[src/rtl/fp_addsub_seq_if.sv]
// rtl/fp_addsub_seq_if.sv - operand/result handshake bundle for fp_addsub_seq
//
// Purpose: groups the operand-in and result-out handshakes of the binary32
// add/subtract sequencer.
// Signals:
//   in_valid/in_ready   operand pair handshake
//   a, b, op            operands (binary32) and operation (0 = a+b, 1 = a-b)
//   out_valid/out_ready result handshake
//   result              packed binary32 result
//   flag_ovf/unf/nx/inv overflow, underflow (flush), inexact, invalid
// Modports: master = producer/consumer side, slave = sequencer side.
interface fp_addsub_seq_if;
  logic        in_valid;
  logic        in_ready;
  logic [31:0] a;
  logic [31:0] b;
  logic        op;
  logic        out_valid;
  logic        out_ready;
  logic [31:0] result;
  logic        flag_ovf;
  logic        flag_unf;
  logic        flag_nx;
  logic        flag_inv;

  modport master (
    output in_valid, a, b, op, out_ready,
    input  in_ready, out_valid, result, flag_ovf, flag_unf, flag_nx, flag_inv
  );

  modport slave (
    input  in_valid, a, b, op, out_ready,
    output in_ready, out_valid, result, flag_ovf, flag_unf, flag_nx, flag_inv
  );
endinterface

[src/rtl/fp_addsub_seq.sv]
// rtl/fp_addsub_seq.sv - multi-cycle IEEE-754 binary32 add/subtract sequencer
//
// Purpose: accepts an operand pair, runs it through
// UNPACK -> ALIGN -> ADD -> NORM -> ROUND and presents a packed result with
// exception flags. Subnormal inputs are flushed to zero, rounding is
// round-to-nearest-even. Contains the single shared 28-bit add/sub unit.
// Ports (fp_addsub_seq):
//   clk    in  rising-edge clock
//   rst_n  in  asynchronous active-low reset
//   bus    fp_addsub_seq_if.slave handshake bundle (operands, result, flags)
// Ports (adder):
//   A, B   in  28-bit magnitudes, A_S in: 0 = A+B, 1 = A-B
//   S      out 28-bit sum/difference, Co out carry (no-borrow on subtract)

module adder (
  input  logic [27:0] A,
  input  logic [27:0] B,
  input  logic        A_S,
  output logic [27:0] S,
  output logic        Co
);
  // Subtract as A + ~B + 1.
  assign {Co, S} = {1'b0, A} + {1'b0, B ^ {28{A_S}}} + {28'b0, A_S};
endmodule

module fp_addsub_seq (
  input  logic            clk,
  input  logic            rst_n,
  fp_addsub_seq_if.slave  bus
);
  typedef enum logic [2:0] {
    S_IDLE, S_UNPACK, S_ALIGN, S_ADD, S_NORM, S_ROUND, S_DONE
  } state_t;

  localparam logic [31:0] QNAN = 32'h7FC0_0000;

  state_t             state_q, state_d;
  logic [31:0]        a_q, a_d, b_q, b_d;
  logic               sb_q, sb_d;       // effective sign of B
  logic               sign_q, sign_d;   // result sign (larger operand)
  logic               sub_q, sub_d;     // effective subtraction
  logic [7:0]         ea_q, ea_d, eb_q, eb_d;
  logic [27:0]        ma_q, ma_d, mb_q, mb_d, s_q, s_d;
  logic signed [9:0]  exp_q, exp_d;
  logic [31:0]        res_q, res_d;
  logic [3:0]         flg_q, flg_d;     // {ovf, unf, nx, inv}

  // Operand decode
  logic [7:0]  ea_in, eb_in;
  logic [22:0] fa_in, fb_in;
  logic        a_zero, b_zero, a_inf, b_inf, a_nan, b_nan, a_ge_b;

  assign ea_in  = a_q[30:23];
  assign eb_in  = b_q[30:23];
  assign fa_in  = a_q[22:0];
  assign fb_in  = b_q[22:0];
  assign a_zero = (ea_in == 8'd0);
  assign b_zero = (eb_in == 8'd0);
  assign a_inf  = (ea_in == 8'hFF) && (fa_in == 23'd0);
  assign b_inf  = (eb_in == 8'hFF) && (fb_in == 23'd0);
  assign a_nan  = (ea_in == 8'hFF) && (fa_in != 23'd0);
  assign b_nan  = (eb_in == 8'hFF) && (fb_in != 23'd0);
  // Exponent-then-fraction magnitude compare is a plain compare of bits 30:0.
  assign a_ge_b = (a_q[30:0] >= b_q[30:0]);

  // Alignment shifter with sticky collection
  logic [8:0]  d;
  logic [27:0] mb_shift, mb_lost;
  assign d        = {1'b0, ea_q} - {1'b0, eb_q};
  assign mb_shift = mb_q >> d;
  assign mb_lost  = mb_q & ~(28'hFFF_FFFF << d);

  // Shared add/sub unit
  logic [27:0] add_s;
  logic        add_co;
  adder u_adder (
    .A   (ma_q),
    .B   (mb_q),
    .A_S (sub_q),
    .S   (add_s),
    .Co  (add_co)
  );

  // Round-to-nearest-even on the normalized mantissa (bit 3 is the LSB kept)
  logic               rnd_up;
  logic [24:0]        mant_r;
  logic [22:0]        frac_r;
  logic signed [9:0]  exp_r;
  assign rnd_up = s_q[2] & (s_q[1] | s_q[0] | s_q[3]);
  assign mant_r = {1'b0, s_q[26:3]} + {24'd0, rnd_up};
  assign frac_r = mant_r[24] ? mant_r[23:1] : mant_r[22:0];
  assign exp_r  = mant_r[24] ? exp_q + 10'sd1 : exp_q;

  always_ff @(posedge clk or negedge rst_n) begin
    if (!rst_n) begin
      state_q <= S_IDLE;
      a_q     <= '0;
      b_q     <= '0;
      sb_q    <= 1'b0;
      sign_q  <= 1'b0;
      sub_q   <= 1'b0;
      ea_q    <= '0;
      eb_q    <= '0;
      ma_q    <= '0;
      mb_q    <= '0;
      s_q     <= '0;
      exp_q   <= '0;
      res_q   <= '0;
      flg_q   <= '0;
    end else begin
      state_q <= state_d;
      a_q     <= a_d;
      b_q     <= b_d;
      sb_q    <= sb_d;
      sign_q  <= sign_d;
      sub_q   <= sub_d;
      ea_q    <= ea_d;
      eb_q    <= eb_d;
      ma_q    <= ma_d;
      mb_q    <= mb_d;
      s_q     <= s_d;
      exp_q   <= exp_d;
      res_q   <= res_d;
      flg_q   <= flg_d;
    end
  end

  always_comb begin
    state_d = state_q;
    a_d     = a_q;
    b_d     = b_q;
    sb_d    = sb_q;
    sign_d  = sign_q;
    sub_d   = sub_q;
    ea_d    = ea_q;
    eb_d    = eb_q;
    ma_d    = ma_q;
    mb_d    = mb_q;
    s_d     = s_q;
    exp_d   = exp_q;
    res_d   = res_q;
    flg_d   = flg_q;

    case (state_q)
      S_IDLE: begin
        if (bus.in_valid) begin
          a_d     = bus.a;
          b_d     = bus.b;
          sb_d    = bus.b[31] ^ bus.op;
          flg_d   = 4'b0000;
          state_d = S_UNPACK;
        end
      end

      S_UNPACK: begin
        state_d = S_DONE;
        if (a_nan || b_nan) begin
          res_d = QNAN;
          flg_d = 4'b0001;
        end else if (a_inf && b_inf) begin
          if (a_q[31] != sb_q) begin
            res_d = QNAN;
            flg_d = 4'b0001;
          end else begin
            res_d = a_q;
          end
        end else if (a_inf) begin
          res_d = a_q;
        end else if (b_inf) begin
          res_d = {sb_q, b_q[30:0]};
        end else if (a_zero && b_zero) begin
          res_d = {a_q[31] & sb_q, 31'd0};
        end else if (a_zero) begin
          res_d = {sb_q, b_q[30:0]};
        end else if (b_zero) begin
          res_d = a_q;
        end else begin
          state_d = S_ALIGN;
          sub_d   = a_q[31] ^ sb_q;
          if (a_ge_b) begin
            ea_d   = ea_in;
            eb_d   = eb_in;
            ma_d   = {2'b01, fa_in, 3'b000};
            mb_d   = {2'b01, fb_in, 3'b000};
            sign_d = a_q[31];
            exp_d  = $signed({2'b00, ea_in});
          end else begin
            ea_d   = eb_in;
            eb_d   = ea_in;
            ma_d   = {2'b01, fb_in, 3'b000};
            mb_d   = {2'b01, fa_in, 3'b000};
            sign_d = sb_q;
            exp_d  = $signed({2'b00, eb_in});
          end
        end
      end

      S_ALIGN: begin
        state_d = S_ADD;
        if (d >= 9'd27) begin
          mb_d = (mb_q != 28'd0) ? 28'd1 : 28'd0;
        end else begin
          mb_d = {mb_shift[27:1], mb_shift[0] | (|mb_lost)};
        end
      end

      S_ADD: begin
        s_d = add_s;
        // Exact cancellation: with |A| >= |B| the subtract never borrows.
        if (sub_q && add_co && (add_s == 28'd0)) begin
          res_d   = 32'd0;
          state_d = S_DONE;
        end else begin
          state_d = S_NORM;
        end
      end

      S_NORM: begin
        if (s_q[27]) begin
          s_d     = {1'b0, s_q[27:2], s_q[1] | s_q[0]};
          exp_d   = exp_q + 10'sd1;
          state_d = S_ROUND;
        end else if (!s_q[26]) begin
          // Another left shift would take the exponent to 0: flush.
          if (exp_q <= 10'sd1) begin
            res_d   = {sign_q, 31'd0};
            flg_d   = 4'b0110;
            state_d = S_DONE;
          end else begin
            s_d   = {s_q[26:0], 1'b0};
            exp_d = exp_q - 10'sd1;
          end
        end else begin
          state_d = S_ROUND;
        end
      end

      S_ROUND: begin
        state_d = S_DONE;
        if (exp_r >= 10'sd255) begin
          res_d = {sign_q, 8'hFF, 23'd0};
          flg_d = 4'b1010;
        end else begin
          res_d = {sign_q, exp_r[7:0], frac_r};
          flg_d = {2'b00, |s_q[2:0], 1'b0};
        end
      end

      S_DONE: begin
        if (bus.out_ready) state_d = S_IDLE;
      end

      default: state_d = S_IDLE;
    endcase
  end

  assign bus.in_ready  = (state_q == S_IDLE);
  assign bus.out_valid = (state_q == S_DONE);
  assign bus.result    = res_q;
  assign bus.flag_ovf  = flg_q[3];
  assign bus.flag_unf  = flg_q[2];
  assign bus.flag_nx   = flg_q[1];
  assign bus.flag_inv  = flg_q[0];
endmodule

[src/flat_wrapper.sv]
// flat-port wrapper written by rule: the top's interface ports become plain ports
module fp_addsub_seq_flat 
  (clk, rst_n, bus_in_valid, bus_a, bus_b, bus_op, bus_out_ready, bus_in_ready, bus_out_valid, bus_result, bus_flag_ovf, bus_flag_unf, bus_flag_nx, bus_flag_inv);
  fp_addsub_seq_if bus_i ();
  input  logic clk;
  input  logic rst_n;
  input wire logic [$bits(bus_i.in_valid)-1:0] bus_in_valid;
  input wire logic [$bits(bus_i.a)-1:0] bus_a;
  input wire logic [$bits(bus_i.b)-1:0] bus_b;
  input wire logic [$bits(bus_i.op)-1:0] bus_op;
  input wire logic [$bits(bus_i.out_ready)-1:0] bus_out_ready;
  output wire logic [$bits(bus_i.in_ready)-1:0] bus_in_ready;
  output wire logic [$bits(bus_i.out_valid)-1:0] bus_out_valid;
  output wire logic [$bits(bus_i.result)-1:0] bus_result;
  output wire logic [$bits(bus_i.flag_ovf)-1:0] bus_flag_ovf;
  output wire logic [$bits(bus_i.flag_unf)-1:0] bus_flag_unf;
  output wire logic [$bits(bus_i.flag_nx)-1:0] bus_flag_nx;
  output wire logic [$bits(bus_i.flag_inv)-1:0] bus_flag_inv;
  assign bus_i.in_valid = bus_in_valid;
  assign bus_i.a = bus_a;
  assign bus_i.b = bus_b;
  assign bus_i.op = bus_op;
  assign bus_i.out_ready = bus_out_ready;
  assign bus_in_ready = bus_i.in_ready;
  assign bus_out_valid = bus_i.out_valid;
  assign bus_result = bus_i.result;
  assign bus_flag_ovf = bus_i.flag_ovf;
  assign bus_flag_unf = bus_i.flag_unf;
  assign bus_flag_nx = bus_i.flag_nx;
  assign bus_flag_inv = bus_i.flag_inv;
  fp_addsub_seq u_core (.clk(clk), .rst_n(rst_n), .bus(bus_i));
endmodule
[config.mk]
export PLATFORM = sky130hd
export DESIGN_NAME = fp_addsub_seq_flat
export DESIGN_NICKNAME = d
export VERILOG_FILES = /design/src/rtl/fp_addsub_seq_if.sv /design/src/rtl/fp_addsub_seq.sv /design/src/flat_wrapper.sv
export SDC_FILE = /design/constraint.sdc
export NUM_CORES = 1
export LEC_CHECK = 0
export BUFFER_PORTS_ARGS = -buffer_cell sky130_fd_sc_hd__buf_4
export CORE_MARGIN = 3
export CORE_UTILIZATION = 49
export CTS_BUF_LIST = sky130_fd_sc_hd__clkbuf_4 sky130_fd_sc_hd__clkbuf_8 sky130_fd_sc_hd__clkbuf_16
export DETAILED_ROUTE_END_ITERATION = 10
export HOLD_SLACK_MARGIN = 0.1
export PLACE_DENSITY = 0.66
export SETUP_SLACK_MARGIN = 0.1
export SLEW_MARGIN = 40
export SYNTH_ARGS = -nofsm -noshare
export SYNTH_HDL_FRONTEND = slang
export SYNTH_SLANG_ARGS = --single-unit
[constraint.sdc]
create_clock -name clk -period 6.7 [get_ports clk]
set_input_delay 0.335 -clock clk [delete_from_list [all_inputs] [get_ports clk]]
set_output_delay 0.335 -clock clk [all_outputs]
set_load 0.01 [all_outputs]
==> flow_summary.rst, run 1 <==
.. list-table::
   :header-rows: 1

   * - Metric
     - Value
   * - Number of enable-type register cells in the synthesized netlist
     - 0
   * - Final TNS setup
     - 0 ns
   * - Clk slew on worst S/H paths
     - 0.07 ns
   * - Die area
     - 34200 µm²
   * - Post-synth top flop
     - sky130_fd_sc_hd__dfrtp_1
   * - Library cells used by synthesis
     - 72
   * - FF-to-FF setup slack
     - ~1.7 ns
   * - Clock Latency Late Sink
     - 0.56 ns
   * - Diodes inserted
     - 0
   * - Status
     - finished, final reports clean
   * - Worst reg2reg path endpoint
     - u_core.bus.result[14]
   * - Worst slack at placement
     - 1.39 ns
   * - Cell count of the worst hold path
     - 3
   * - Vertical extent of the die
     - 185 µm
   * - Fraction of post-synthesis cell area in the top cell type by area
     - between 30 and 40%
   * - Required arrival time at the worst endpoint
     - between 7 and 8 ns
   * - Via count
     - 15500
   * - Startpoint of the lowest-slack register-to-register path
     - u_core.sub_q
   * - TritonCTS clock tree
     - yes
   * - Capturing element type of the critical path
     - register
   * - Max capacitance violation total
     - 0
   * - Total wire length after detailed routing
     - 56000 µm
   * - Library cell occupying the most area in the post-synthesis netlist
     - sky130_fd_sc_hd__dfrtp_1
   * - Syn Inst Count
     - 1910
   * - WHS Endpoint
     - u_core.state_q[0]
   * - Count of cells along the worst register-to-register path
     - 13
   * - GRT overflow
     - 0
   * - Total count of max-transition violations in the final report
     - 0
   * - Detailed-route DRC error count
     - 0
   * - Final setup violation count
     - 0
   * - Largest net degree at the start of global routing
     - 77
   * - Placed Instances
     - 2308
   * - Starting density of the core
     - 50.5%
   * - Post-layout net count
     - about 2100
   * - Number of antenna violations at the first check in global routing
     - 0
   * - Mean instance size in the synthesized netlist
     - 8.22 µm²
   * - Netlist area before placement
     - 15700 µm²
   * - Routed wire per std cell
     - about 23 µm
   * - Number of buffers created by CTS
     - 25
   * - Filler-free cell count of the finished design
     - 2421
   * - Violation count after the first detailed-routing iteration
     - approximately 1600
   * - Startpoint Class
     - register
   * - CP arrival
     - 5.37 ns
   * - Slack of the critical path
     - 1.74 ns
   * - Max-Slew Margin vs Limit
     - 48.1%
   * - Final worst path period share
     - 74.0%
   * - Die X
     - between 150 and 200 µm
   * - Tmin final
     - 4.96 ns
   * - Min-delay src
     - bus_in_valid
   * - DR pass1 iterations
     - 6
   * - Final weighted congestion of routability-driven global placement
     - around 0.99
   * - Worst min-delay path category
     - in2reg
   * - Root Buffer
     - sky130_fd_sc_hd__clkbuf_16
   * - Worst Clk Skew
     - approximately 0.028 ns
   * - Synthesized Nets
     - 2051
   * - Remaining antenna violation count
     - 0
   * - Final HPWL DP
     - 41100 µm
   * - H-tree depth
     - 1
   * - Fraction of final layout cells sized beyond drive strength 1
     - roughly 13%
   * - Synth-to-layout area growth
     - 16.8%
   * - YS warnings
     - 0
   * - Dominant cells by area after synthesis
     - sky130_fd_sc_hd__dfrtp_1 (34%), sky130_fd_sc_hd__a21oi_1 (5.8%), sky130_fd_sc_hd__ha_1 (5.7%), sky130_fd_sc_hd__o21ai_0 (5.4%), sky130_fd_sc_hd__nand2_1 (4.7%)
   * - Area of the core
     - 31100 µm²
   * - Setup repair after global routing missed its margin
     - false
   * - # clock sinks
     - 211
   * - Wire length of the first global-routing pass
     - 86300 µm
   * - Maximum fanout along the worst path
     - 21
   * - Port Buffers
     - 106
   * - Number of global-route vias before repair
     - 14900
   * - Number of top-level pins
     - around 110
   * - Maximum achievable frequency
     - 0.202 GHz
   * - Hold violation count in the final report
     - 0
   * - Mean number of vias per cell
     - 6.40
   * - Worst Path Class, Setup
     - reg2reg
   * - Pin slew with the least headroom to its limit
     - 0.771 ns
   * - Number of placement rows
     - 64
   * - All-layer global routing usage
     - about a third
   * - Max Root-Sink Buffers
     - 3
   * - Synth async-reset ratio
     - 100%
   * - Fraction of the yosys area taken by sequential cells
     - 33.6%
   * - Fin util
     - a little under 60%
   * - Register bit total from synthesis
     - 211
==> metal layers <==
layer	vias up	part of all wire [%]	routed length, µm	global-route usage, %
met2	777	47	26200	52.5
li1	7194	-	-	-
met1	7404	42	23300	44.8
met5	-	0	0	0
met4	0	3.7	2090	10.6
met3	126	7.9	4430	4.44
==> through the flow <==
step / hold WS (ns) / instance area, µm²
after floorplan: 0.0394 / 15700
after global placement: 0.316 / 16700
after detailed placement: 0.323 / 16800
after CTS: 0.104 / 18300
after global routing: 0.151 / 18300
final: 0.119 / 18300
==> worst max-delay path by stage <==
| stage | from | slack, ns | depth (start not counted) | endpoint |
|---|---|---|---|---|
| 2_1_floorplan | u_core.sub_q | 1.81 | 15 | u_core.bus.result[15] |
| 3_3_place_gp | u_core.sub_q | 1.54 | 13 | u_core.bus.result[15] |
| 3_5_place_dp | u_core.sub_q | 1.39 | 13 | u_core.bus.result[8] |
| 4_1_cts | u_core.sub_q | 1.31 | 13 | u_core.bus.result[14] |
| 5_1_grt | u_core.sub_q | 1.40 | 13 | u_core.bus.result[15] |
| 6_report | u_core.sub_q | 1.74 | 13 | u_core.bus.result[14] |
==> cells by family (layout without fill, tap and decap cells) <==
| kind of cell | count (synthesis) | after routing | share of synthesized area, % |
|---|---|---|---|
| and+or+nand+nor | 624 | 624 | 18.6 |
| AOI/OAI and AO/OA | 592 | 592 | 23.0 |
| DFF | 211 | 211 | 33.6 |
| buffers and inverters | 188 | 303 | 4.72 |
| muxes | 141 | 141 | 9.70 |
| xor gates and xnor gates | 82 | 82 | 4.57 |
| adders and majority gates | 72 | 72 | 5.78 |
==> sequential cells by signal, summed over array words and instances (netlist names), 3 cells and up <==
signal	cells
u_core.bus.result	32
u_core.flg_q	4
u_core.exp_q	10
u_core.eb_q	8
u_core.ea_q	8
u_core.b_q	31
u_core.ma_q	24
u_core.state_q	3
u_core.a_q	32
u_core.mb_q	28
u_core.s_q	28
==> area by class of cell <==
type / count / area (µm²)
inverter: 59 / 221
clock inverter: 12 / 179
multi-input combinational: 1511 / 9750
fill: 2770 / 12700
clock buffer: 34 / 718
tap: 396 / 495
sequential: 211 / 5280
timing repair buffer: 198 / 1690
==> timing repair <==
item                       4_1_cts  5_1_grt
hold buffers                    67        0
gates resized for setup          0        0
setup endpoints to repair        0        0
buffers inserted                 0        0
hold endpoints to repair       127        0
==> Yosys cell counts, drive strengths merged, types with 4 or more instances <==
cell and number:
nor4 28, a221oi 6, o21ai 174, ha 71
o21bai 4, xnor2 33, nor3b 5, o22ai 38
xor2 49, nand2b 10, a222oi 9, nand2 198
nor2 177, o32ai 5, a32oi 9, buf 22
or3 12, and4 5, nand3 33, and2 10
a2111oi 6, a21oi 181, o211ai 12, a211o 7
nor3 42, or4 5, and3 34, inv 59
o22a 5, dfrtp 211, a31oi 18, o31ai 8
nand4 32, a211oi 21, o21a 9, a22oi 28
clkbuf 107, mux2i 60, nor2b 18, or2 5
mux2 80, a21o 26
==> cells in the final DEF (no fill, tap or decap), types with 6 or more instances in the layout <==
| cell type | instances |
|---|---|
| sky130_fd_sc_hd__dfrtp_1 | 210 |
| sky130_fd_sc_hd__nand2_1 | 196 |
| sky130_fd_sc_hd__a21oi_1 | 180 |
| sky130_fd_sc_hd__clkinv_2 | 6 |
| sky130_fd_sc_hd__dlygate4sd3_1 | 67 |
| sky130_fd_sc_hd__nand2b_1 | 9 |
| sky130_fd_sc_hd__mux2i_1 | 60 |
| sky130_fd_sc_hd__and2_1 | 9 |
| sky130_fd_sc_hd__nor3_1 | 41 |
| sky130_fd_sc_hd__xnor2_1 | 32 |
| sky130_fd_sc_hd__o22ai_1 | 38 |
| sky130_fd_sc_hd__a22oi_1 | 28 |
| sky130_fd_sc_hd__clkbuf_16 | 25 |
| sky130_fd_sc_hd__nor2_1 | 176 |
| sky130_fd_sc_hd__inv_1 | 59 |
| sky130_fd_sc_hd__nor4_1 | 28 |
| sky130_fd_sc_hd__o21a_1 | 9 |
| sky130_fd_sc_hd__a222oi_1 | 9 |
| sky130_fd_sc_hd__a31oi_1 | 18 |
| sky130_fd_sc_hd__a32oi_1 | 9 |
| sky130_fd_sc_hd__ha_1 | 71 |
| sky130_fd_sc_hd__o31ai_1 | 8 |
| sky130_fd_sc_hd__or3_1 | 11 |
| sky130_fd_sc_hd__a21o_1 | 26 |
| sky130_fd_sc_hd__xor2_1 | 48 |
| sky130_fd_sc_hd__nand3_1 | 33 |
| sky130_fd_sc_hd__o21ai_0 | 168 |
| sky130_fd_sc_hd__o211ai_1 | 12 |
| sky130_fd_sc_hd__mux2_1 | 28 |
| sky130_fd_sc_hd__a211o_1 | 7 |
| sky130_fd_sc_hd__a211oi_1 | 21 |
| sky130_fd_sc_hd__nand4_1 | 32 |
| sky130_fd_sc_hd__and3_1 | 33 |
| sky130_fd_sc_hd__nor2b_1 | 18 |
| sky130_fd_sc_hd__buf_4 | 126 |
| sky130_fd_sc_hd__mux2_2 | 52 |
| sky130_fd_sc_hd__a221oi_1 | 6 |
==> worst max-delay path: stages (launching register included) <==
cell,delay (ns)
sky130_fd_sc_hd__dfrtp_2,0.60
sky130_fd_sc_hd__xor2_1,0.24
sky130_fd_sc_hd__ha_1,0.38
sky130_fd_sc_hd__nand2_1,0.15
sky130_fd_sc_hd__a2111oi_1,0.59
sky130_fd_sc_hd__nor3_1,0.21
sky130_fd_sc_hd__o31ai_1,0.44
sky130_fd_sc_hd__xor2_1,0.15
sky130_fd_sc_hd__or4_1,0.60
sky130_fd_sc_hd__nor4b_2,0.28
sky130_fd_sc_hd__nand4_1,0.27
sky130_fd_sc_hd__o21ai_2,0.23
sky130_fd_sc_hd__buf_4,0.31
sky130_fd_sc_hd__mux2_1,0.36
Power of run 1 is left out: the tool's default activity adds up to more than one toggle a clock period on the data nets, which glitch-free logic cannot reach.
==> run 2: changes to the inputs <==
ABC_AREA = 1   (was not set)
clock period = 5.1 ns   (was 6.7 ns; I/O delays follow)
==> flow_summary.rst, run 2 <==
.. list-table::
   :header-rows: 1

   * - Metric
     - Value
   * - Remaining antenna violation count
     - 0
   * - Pin slew with the least headroom to its limit
     - 0.858 ns
   * - Max Root-Sink Buffers
     - 3
   * - Maximum fanout along the worst path
     - 33
   * - H-tree depth
     - 1
   * - Worst min-delay path category
     - in2reg
   * - Register bit total from synthesis
     - 211
   * - Portion of netlist area occupied by mux cells
     - 0.180%
   * - Library cell occupying the most area in the post-synthesis netlist
     - sky130_fd_sc_hd__dfrtp_1
   * - Synthesized Nets
     - ~2700
   * - Diodes inserted
     - 0
   * - Worst Clk Skew
     - 0.0196 ns
   * - Most common library cell in the layout ignoring fill and taps
     - sky130_fd_sc_hd__nand2_1
   * - Final setup violation count
     - 0
   * - Number of enable-type register cells in the synthesized netlist
     - 0
   * - Fraction of the mapped netlist area in adder cells
     - ~5.4%
   * - Syn Inst Count
     - 2525
   * - Setup repair after global routing missed its margin
     - false
   * - Dominant cells by area after synthesis
     - sky130_fd_sc_hd__dfrtp_1 (32%), sky130_fd_sc_hd__nand2_1 (16%), sky130_fd_sc_hd__o21ai_0 (8.2%), sky130_fd_sc_hd__nand3_1 (5.8%), sky130_fd_sc_hd__inv_1 (5.6%)
   * - TritonCTS clock tree
     - yes
   * - Count of cells resized by post-cts repair
     - 0
   * - Area of the core
     - 33000 µm²
   * - Detailed-route DRC error count
     - 0
   * - Number of top-level pins
     - 107
   * - Capturing element type of the critical path
     - register
   * - Routed wire per std cell
     - 20.8 µm
   * - Combinational family with the most area after synthesis
     - simple AND/OR/NAND/NOR gates
   * - Count leader, synth
     - sky130_fd_sc_hd__nand2_1
   * - Number of antenna violations at the first check in global routing
     - 0
   * - Worst Path Class, Setup
     - reg2reg
   * - Mean number of vias per cell
     - 5.92
   * - Worst slack at placement
     - 1.02 ns
   * - Number of global-route vias before repair
     - 17400
   * - Hold violation count in the final report
     - 0
   * - Total count of max-transition violations in the final report
     - 0
   * - Final worst path period share
     - between 80% and 90%
   * - Die X
     - 191 µm
   * - Root Buffer
     - sky130_fd_sc_hd__clkbuf_16
   * - Clk slew on worst S/H paths
     - 0.07 ns
   * - DR pass1 iterations
     - 6
   * - Status
     - finished, final reports clean
   * - Max-Slew Margin vs Limit
     - between 40% and 50%
   * - Filler-free cell count of the finished design
     - 3108
   * - Library cells used by synthesis
     - 58
   * - Mean instance size in the synthesized netlist
     - 6.61 µm²
   * - CP arrival
     - 4.58 ns
   * - Die area
     - 36300 µm²
   * - Synth async-reset ratio
     - between 90% and 100%
   * - Total wire length after detailed routing
     - between 60000 and 70000 µm
   * - Post-layout net count
     - 2787
   * - Placed Instances
     - 2991
   * - # clock sinks
     - about 210
   * - Final weighted congestion of routability-driven global placement
     - approximately 1
   * - Largest net degree at the start of global routing
     - 91
   * - Simple logic cell fraction of the synthesized area
     - 31.3%
   * - Post-synthesis compound-gate area fraction
     - 19.1%
   * - Post-synth top flop
     - sky130_fd_sc_hd__dfrtp_1
   * - Final TNS setup
     - 0 ns
   * - Starting density of the core
     - 50.5%
   * - Synth-to-layout area growth
     - 16.4%
   * - Vertical extent of the die
     - 191 µm
   * - Wire length of the first global-routing pass
     - 101000 µm
   * - YS warnings
     - 0
   * - Commonest cells after routing, fill and taps aside
     - sky130_fd_sc_hd__nand2_1 (698), sky130_fd_sc_hd__o21ai_0 (275), sky130_fd_sc_hd__inv_1 (245), sky130_fd_sc_hd__nor2_1 (217), sky130_fd_sc_hd__dfrtp_1 (211)
   * - Max capacitance violation total
     - 0
   * - Via count
     - 18400
   * - Number of buffers created by CTS
     - 26
   * - Startpoint Class
     - register
   * - Number of placement rows
     - 66
   * - Maximum achievable frequency
     - 0.241 GHz
   * - Fraction of post-synthesis cell area in the top cell type by area
     - 31.6%
   * - Required arrival time at the worst endpoint
     - 5.53 ns
   * - Netlist area before placement
     - 16700 µm²
   * - All-layer global routing usage
     - 35.4%
   * - Slack of the critical path
     - 0.949 ns
   * - Violation count after the first detailed-routing iteration
     - 1982
   * - Tmin final
     - 4.15 ns
   * - Top cell types by occurrence after synthesis
     - sky130_fd_sc_hd__nand2_1 (700), sky130_fd_sc_hd__o21ai_0 (275), sky130_fd_sc_hd__inv_1 (247)
   * - Port Buffers
     - 106
   * - Share of the synthesized netlist area taken by xor and xnor gates
     - 3.56%
   * - Fraction of final layout cells sized beyond drive strength 1
     - 8.74%
   * - Fraction of the yosys area taken by sequential cells
     - 31.6%
   * - Clock Latency Late Sink
     - 0.55 ns
   * - Final HPWL DP
     - roughly 49000 µm
   * - GRT overflow
     - 0
==> run 2: changes by cell type in the layout (fill, tap and decap cells not counted), moves of 28 or more <==
cell	before	now
sky130_fd_sc_hd__and3_1	33	0
sky130_fd_sc_hd__nor2_1	176	217
sky130_fd_sc_hd__nand3_1	33	192
sky130_fd_sc_hd__mux2_1	28	0
sky130_fd_sc_hd__mux2i_1	60	3
sky130_fd_sc_hd__mux2_2	52	0
sky130_fd_sc_hd__inv_1	59	245
sky130_fd_sc_hd__a21oi_1	180	142
sky130_fd_sc_hd__o21ai_0	168	275
sky130_fd_sc_hd__nand2_1	196	698
==> run 2: timing repair <==
| action | CTS | global route |
|---|---|---|
| endpoints found under the hold margin | 131 | 0 |
| setup buffers | 0 | 0 |
| hold buffers | 69 | 0 |
==> run 2: worst paths after layout <==
path | startpoint | endpoint | slack [ns] | cells past startpoint
worst min register to register | u_core.bus.result[24] | u_core.bus.result[24] | 0.47 | 2
worst min-delay path | bus_in_valid | u_core.state_q[0] | 0.21 | 5
min in group asynchronous | rst_n | u_core.bus.result[21] | 0.24 | 2
worst max register to register | u_core.sub_q | u_core.bus.result[13] | 0.95 | 19
max in group asynchronous | rst_n | u_core.b_q[19] | 3.59 | 4
worst max-delay path | u_core.sub_q | u_core.bus.result[13] | 0.95 | 19
==> run 2: critical path: stages (launching register included) <==
cell and delay, ns:
sky130_fd_sc_hd__dfrtp_1 0.32, sky130_fd_sc_hd__buf_4 0.42, sky130_fd_sc_hd__xor2_1 0.27, sky130_fd_sc_hd__ha_1 0.34
sky130_fd_sc_hd__a21oi_1 0.24, sky130_fd_sc_hd__o21ai_0 0.13, sky130_fd_sc_hd__nand2_1 0.07, sky130_fd_sc_hd__nand2_1 0.09
sky130_fd_sc_hd__inv_1 0.06, sky130_fd_sc_hd__nand2_1 0.10, sky130_fd_sc_hd__xnor2_1 0.46, sky130_fd_sc_hd__nand2_1 0.09
sky130_fd_sc_hd__nor2_1 0.10, sky130_fd_sc_hd__nand3_1 0.15, sky130_fd_sc_hd__nor2_1 0.19, sky130_fd_sc_hd__nand3_2 0.13
sky130_fd_sc_hd__nand2_4 0.30, sky130_fd_sc_hd__nand2_4 0.29, sky130_fd_sc_hd__nand2_1 0.17, sky130_fd_sc_hd__nand2_1 0.07
==> run 2: cell families (layout without fill, tap and decap cells) <==
kind of cell,after synthesis,after routing
fa+ha+maj,72,72
xor+xnor,64,64
buf+inv,374,515
mux,3,3
compound gates,561,561
flops,211,211
simple gates,1240,1240
==> run 2: layer usage <==
layer  track usage [%]  wire, µm  up-vias
met1              48.6     27200     8594
li1                  -         -     8689
met3              4.76      5090      160
met5                 0         0        -
met4              14.9      3070        0
met2              56.5     29300      943
==> run 2: layout make-up <==
class | instances | area, µm²
fill | 3197 | 13600
sequential | 211 | 5280
clock buffer | 35 | 773
tap | 442 | 553
multi-input combinational | 1940 | 9960
inverter | 257 | 966
timing repair buffer | 210 | 1790
clock inverter | 13 | 105
==> run 2: stage by stage <==
| step | hold WS (ns) | instance area [µm²] | utilization (%) |
|---|---|---|---|
| final | 0.210 | 19400 | 58.8 |
| after global routing | 0.230 | 19400 | 58.8 |
| after CTS | 0.177 | 19400 | 58.8 |
| after detailed placement | 0.231 | 17900 | 54.1 |
| after global placement | 0.419 | 17800 | 53.9 |
| after floorplan | -0.0406 | 16700 | - |
Power of run 2 is left out for the same reason.
